===== src/rtl/paraleloserie.sv =====
// paraleloserie: byte-to-serial PCIe lane transmitter with a post-reset IDLE_SYM sync burst.
// Define PARALELOSERIE_LSB_FIRST_EN to send every symbol LSB first instead of MSB first.
module paraleloserie #(
  parameter logic [7:0]  IDLE_SYM     = 8'hBC,
  parameter int unsigned SYNC_SYMBOLS = 4
) (
  input  logic       clk32f,
  input  logic       reset,
  input  logic [7:0] in,
  input  logic       valid,
  output logic       ready,
  output logic       out,
  output logic       active
);

  typedef enum logic {SYNC = 1'b0, ACTIVE = 1'b1} state_t;

  localparam logic [3:0] SYNC_LAST = 4'(SYNC_SYMBOLS - 1);

  state_t      state_r, next_state_s;
  logic [7:0]  sr_r, next_sr_s;
  logic [2:0]  bit_cnt_r;
  logic [3:0]  sync_cnt_r, next_sync_s;
  logic        boundary_s;
  logic        ready_next_s;

  // The shifter always emits sr[7]; bit order is chosen once, when a symbol is loaded.
  function automatic logic [7:0] order_sym(input logic [7:0] sym);
`ifdef PARALELOSERIE_LSB_FIRST_EN
    logic [7:0] rev;
    for (int i = 0; i < 8; i++) begin
      rev[i] = sym[7-i];
    end
    return rev;
`else
    return sym;
`endif
  endfunction

  // Next-state, shift/reload and look-ahead ready decode.
  always_comb begin
    boundary_s   = (bit_cnt_r == 3'd7);
    next_state_s = state_r;
    next_sync_s  = sync_cnt_r;
    next_sr_s    = {sr_r[6:0], 1'b0};
    ready_next_s = 1'b0;
    if (boundary_s) begin
      if (ready && valid) begin
        next_sr_s = order_sym(in);
      end else begin
        next_sr_s = order_sym(IDLE_SYM);
      end
      case (state_r)
        SYNC: begin
          next_sync_s = sync_cnt_r + 4'd1;
          if (sync_cnt_r == SYNC_LAST) begin
            next_state_s = ACTIVE;
          end else begin
            next_state_s = SYNC;
          end
        end
        ACTIVE:  next_state_s = ACTIVE;
        default: next_state_s = SYNC;
      endcase
    end else begin
      // ready is registered one cycle early; state and sync_cnt cannot change off-boundary
      if (bit_cnt_r == 3'd6) begin
        ready_next_s = (state_r == ACTIVE) || (sync_cnt_r == SYNC_LAST);
      end else begin
        ready_next_s = 1'b0;
      end
    end
  end

  // State, datapath and registered outputs.
  always_ff @(posedge clk32f) begin
    if (reset) begin
      state_r    <= SYNC;
      bit_cnt_r  <= 3'd0;
      sync_cnt_r <= 4'd0;
      sr_r       <= order_sym(IDLE_SYM);
      out        <= 1'b0;
      active     <= 1'b0;
      ready      <= 1'b0;
    end else begin
      state_r    <= next_state_s;
      bit_cnt_r  <= bit_cnt_r + 3'd1;
      sync_cnt_r <= next_sync_s;
      sr_r       <= next_sr_s;
      out        <= sr_r[7];
      active     <= (next_state_s == ACTIVE);
      ready      <= ready_next_s;
    end
  end

endmodule


===== config.mk =====
export PLATFORM = sky130hd
export DESIGN_NAME = paraleloserie
export DESIGN_NICKNAME = d
export VERILOG_FILES = /design/src/rtl/paraleloserie.sv
export SDC_FILE = /design/constraint.sdc
export NUM_CORES = 1
export LEC_CHECK = 0
export BUFFER_PORTS_ARGS = -buffer_cell sky130_fd_sc_hd__buf_2
export CORE_MARGIN = 1.5
export CORE_UTILIZATION = 40
export CTS_BUF_LIST = sky130_fd_sc_hd__clkbuf_8
export DETAILED_ROUTE_END_ITERATION = 8
export GPL_TIMING_DRIVEN = 1
export PLACE_DENSITY = 0.71
export RECOVER_POWER = 25
export SYNTH_ARGS = -nofsm -noshare
export SYNTH_HDL_FRONTEND = slang
export SYNTH_SLANG_ARGS = --single-unit

===== constraint.sdc =====
create_clock -name clk32f -period 1.8 [get_ports clk32f]
set_input_delay 0.09 -clock clk32f [delete_from_list [all_inputs] [get_ports clk32f]]
set_output_delay 0.09 -clock clk32f [all_outputs]
set_load 0.02 [all_outputs]

## Word-level counts from Yosys, hierarchy flattened

Index checks and enable logic that the tools add are counted.
W data, S select, Z words.

- $add $sub $neg: 2
- Eq/ne operators: 3
- Multiplexer cells: 4
- Bitwise operators: 4
- Reduce and logical (&&, ||, !) cells: 5

Operator list:

| kind | number |
|---|---|
| $mux W8 | 2 |
| $eq A3 B3 Y1 const B | 2 |
| $reduce_or A3 Y1 | 2 |
| $add A4 B1 Y4 const B | 1 |
| $eq A4 B2 Y1 const B | 1 |
| $not A1 Y1 | 4 |
| $add A3 B1 Y3 const B | 1 |
| $pmux W1 S2 | 1 |
| $reduce_and A2 Y1 | 1 |
| $logic_and A1 B1 Y1 | 1 |
| $logic_or A1 B1 Y1 | 1 |
| $mux W1 | 1 |

- Register bits after elaboration: 18
- Input port bits: 11
- Output and inout port bits: 3
- Word-level logic and storage cells: 25

## Logic depth before layout (Yosys ltp)

- Depth in word-level cells: 3
- Gate-level depth with buffers: 5
- Depth with buffers taken out: 5

## Least setup slack after synthesis

Ideal clock, no wire load.

- Path kind: register -> register
- From: register bit_cnt_r[0]
- To: register sync_cnt_r[3]
- Setup time: 0.123 ns
- Arrival time: 1.248 ns
- Data required time: 1.677 ns
- Setup slack: 0.429 ns
- Cell stages (with the launch flop): 6
- Path buffers: 0
- Period minus slack after synthesis: 1.371 ns
- Path through: dfxtp_1 ha_1 ha_1 nor2b_4 nand4_1 mux2_1

- Longest elaborated chain between the ends: 2

Ends and longest elaborated chain:

| what | line | text |
|---|---|---|
| start: declaration | 22 | `logic [2:0] bit_cnt_r;` |
| start signal: assignment | 87 | `bit_cnt_r <= bit_cnt_r + 3'd1;` |
| $eq A3 B3 Y1 | 42 | `boundary_s = (bit_cnt_r == 3'd7);` |
| $reduce_and A2 Y1 (no line) | - |  |
| end signal: assignment | 88 | `sync_cnt_r <= next_sync_s;` |
| end: declaration | 23 | `logic [3:0] sync_cnt_r, next_sync_s;` |

No other way between the ends.
A chain may end at the register's enable or synchronous reset.

## Worst setup path after layout

Ends and elaborated chain as after synthesis.

==> flow_summary_export.csv <==
group,metric,value,unit
run_status,status,"finished, final reports clean",
sta,finalHoldViolations,0,
detailed_routing,vias,513,
sta,slew_viol_final,0,
power,power_frac_clock,0.414,
cts,clock_path_buffers,2,
worst_setup_path,crit_family,"adder cells",
sta,fin_crit_sh,0.817,
floorplan,die_w,45.4,um
detailed_routing,post-route-drc-count,0,
cts,clock_sinks,18,
cts,cts.repair.resized,0,
worst_setup_path,path_class,"reg -> reg",
detailed_routing,wl_met1,518,um
power,max-vdd-ir-drop,0.374,mV
worst_setup_path,required,1.94,ns
global_route,grt.total_usage,0.142,
worst_setup_path,path_cells,"ha_1, ha_1, nor2b_4, nand4_1, mux2_1",
sta,slew_headroom,0.693,
worst_setup_path,crit_path_end_kind,"flop",
cts,clk_latency,0.25,ns
cts,cts_inserted_buffers,3,
layout,antennaDiodeCount,0,
cts,clkTransAtPathRegs,0.07,ns
global_route,grt_max_degree,19,
power,power_density,913,nW/um^2
power,p_int,0.000627,W
sta,min_period,1.47,ns
synth,netlist_area,721,um^2
global_route,antenna_found_initial,0,
detailed_routing,top_layer,"met4",
detailed_routing,met3_length,44,um
detailed_routing,avgRoutedWirePerCell,10.4,um
power,seqPwrFrac,0.536,
worst_setup_path,reg2reg_from,"bit_cnt_r[0]",
placement,io_buffers,13,
placement,hpwl,848,um
sta,whs,0.0680,ns
sta,clock.fmax,680,MHz
worst_setup_path,slowest_delay,0.36,ns
floorplan,ios,14,
detailed_routing,routed_wl,1160,um
synth,ys_types,20,
global_route,grt_overflow,0,
sta,rsz0062_at_grt,"false",
global_route,grt_first_pass_wirelength,2020,um
power,power.total,0.000781,W
detailed_routing,vias_per_cell,4.58,
placement,detailedPlace.worstSlack,0.324,ns
detailed_routing,ant_nets,0,
synth,synthCells,73,
synth,ys_warn_count,0,
layout,final_common_cell,"dfxtp_1",
power,power.switching,0.000155,W
cts,root_buffer,"clkbuf_8",
floorplan,die_area,2070,um^2
detailed_routing,drt_iter0_drc,2,
cts,holdBufCountCts,0,
power,pwr-share-comb,0.051,
worst_setup_path,cp_num_buf_inv,0,
sta,tightest_slew,0.460,ns
synth,seq_area_frac_synth,0.500,
sta,worst_slack,0.329,ns
floorplan,start_util,0.422,
worst_setup_path,cp_slowest_cell,"dfxtp_1",
synth,synth.ff_latch_count,18,
sta,skew,0.00706,ns
layout,fin_util,0.501,
floorplan,die_y,45.4,um
worst_setup_path,cp-start-kind,"flop",
floorplan,fp-row-count,15,
layout,drive_gt1_frac,0.184,
power,swShare,0.198,
floorplan,core,1710,um^2
worst_setup_path,crit_start,"bit_cnt_r[0]",
cts,htreeDepth,1,
job,cap_violations,0,
placement,gp_congestion,0.653,
worst_setup_path,arrival,1.61,ns
global_route,grt_pass1_vias,488,
layout,fin_nets,104,
sta,setup_tns,0,ns
worst_setup_path,timing.reg2reg.setup_slack,0.33,ns
detailed_routing,wl_met2,557,um
power,p_leak,0.368,nW
hold_path,hp-class,"in -> reg",
layout,area_growth,18.8,%
layout,mostFrequentLayoutCells,"dfxtp_1 (18), nor2_1 (13), buf_2 (11), nor3b_1 (6), o21bai_1 (6)",
detailed_routing,first_pass_iters,3,
sta,setup_viol,0,
cts,cts_tree,"built",
worst_setup_path,worstPathMaxFanout,3,
synth,syn_nets,89,
cts,post_cts.repair.setup_buffers,0,
hold_path,min-delay-start,"in[0]",
synth,syn_avg_cell_area,9.87,um^2
worst_setup_path,crit_top_cell,"ha_1",
[final timing paths]
| check | end | cells after the start |
|---|---|---|
| worst max register to register | sync_cnt_r[3] | 5 |
| worst min-delay path | sr_r[0] | 3 |
| worst min register to register | out | 1 |
| worst max-delay path | sync_cnt_r[3] | 5 |
[per-layer routing]
| metal | track usage | vias up |
|---|---|---|
| met3 | 0.0357 | 4 |
| met2 | 0.225 | 9 |
| met5 | 0 | - |
| li1 | - | 274 |
| met1 | 0.155 | 226 |
| met4 | 0.124 | 0 |
[state kept, by name, indices dropped and copies added, names as in the netlist]
signal,flops
out,1
state_r,1
ready,1
bit_cnt_r,3
sync_cnt_r,4
sr_r,8
[area by class of cell]
cell class / count / area (um^2)
multi-input combinational: 51 / 343
inverter: 1 / 3.75
clock buffer: 4 / 55.1
timing repair buffer: 13 / 62.6
fill: 175 / 852
sequential: 18 / 360
tap: 25 / 31.3
[power by group through the flow]
stage / combinational, W / sequential (W) / clock, W
after floorplan: 0.0000226 / 0.000428 / 0
after global placement: 0.0000388 / 0.000427 / 0
after detailed placement: 0.0000405 / 0.000427 / 0
after CTS: 0.0000407 / 0.000419 / 0.000326
after global routing: 0.0000464 / 0.000420 / 0.000344
final: 0.0000397 / 0.000418 / 0.000323
[worst min-delay path, cell delays in order]
cell	delay (ns)
buf_2	0.09
nand2_1	0.05
nor3_1	0.04
[Yosys cell counts]
master,instances,area (um^2)
xor2_1,1,8.76
nor3_1,2,10.0
ha_1,5,62.6
a21oi_1,2,10.0
o21bai_1,6,45.0
nor2b_4,1,13.8
xnor2_1,1,8.76
mux2_1,1,11.3
nor2b_1,3,18.8
inv_1,1,3.75
nand3b_1,1,7.51
nor3b_1,6,45.0
nand2b_1,2,12.5
buf_2,2,10.0
clkbuf_1,1,3.75
mux2i_1,1,10.0
dfxtp_1,18,360
nor2_1,13,48.8
nand2_1,3,11.3
nand4_1,3,18.8
[metrics by stage]
step	instance area, um^2	instances
finish	856	112
global route	856	112
CTS	858	112
detailed placement	803	108
global placement	803	108
floorplan	721	73
[cell families after synthesis]
logic type | share of synthesized area
adder cells (fa/ha/maj) | 0.0868
AND/OR/NAND/NOR | 0.259
XOR/XNOR | 0.0243
flip-flops | 0.500
multiplexers | 0.0295
AO/OA/AOI/OAI | 0.0764
buffers and inverters | 0.0243
(Power assumes the default switching activity.)
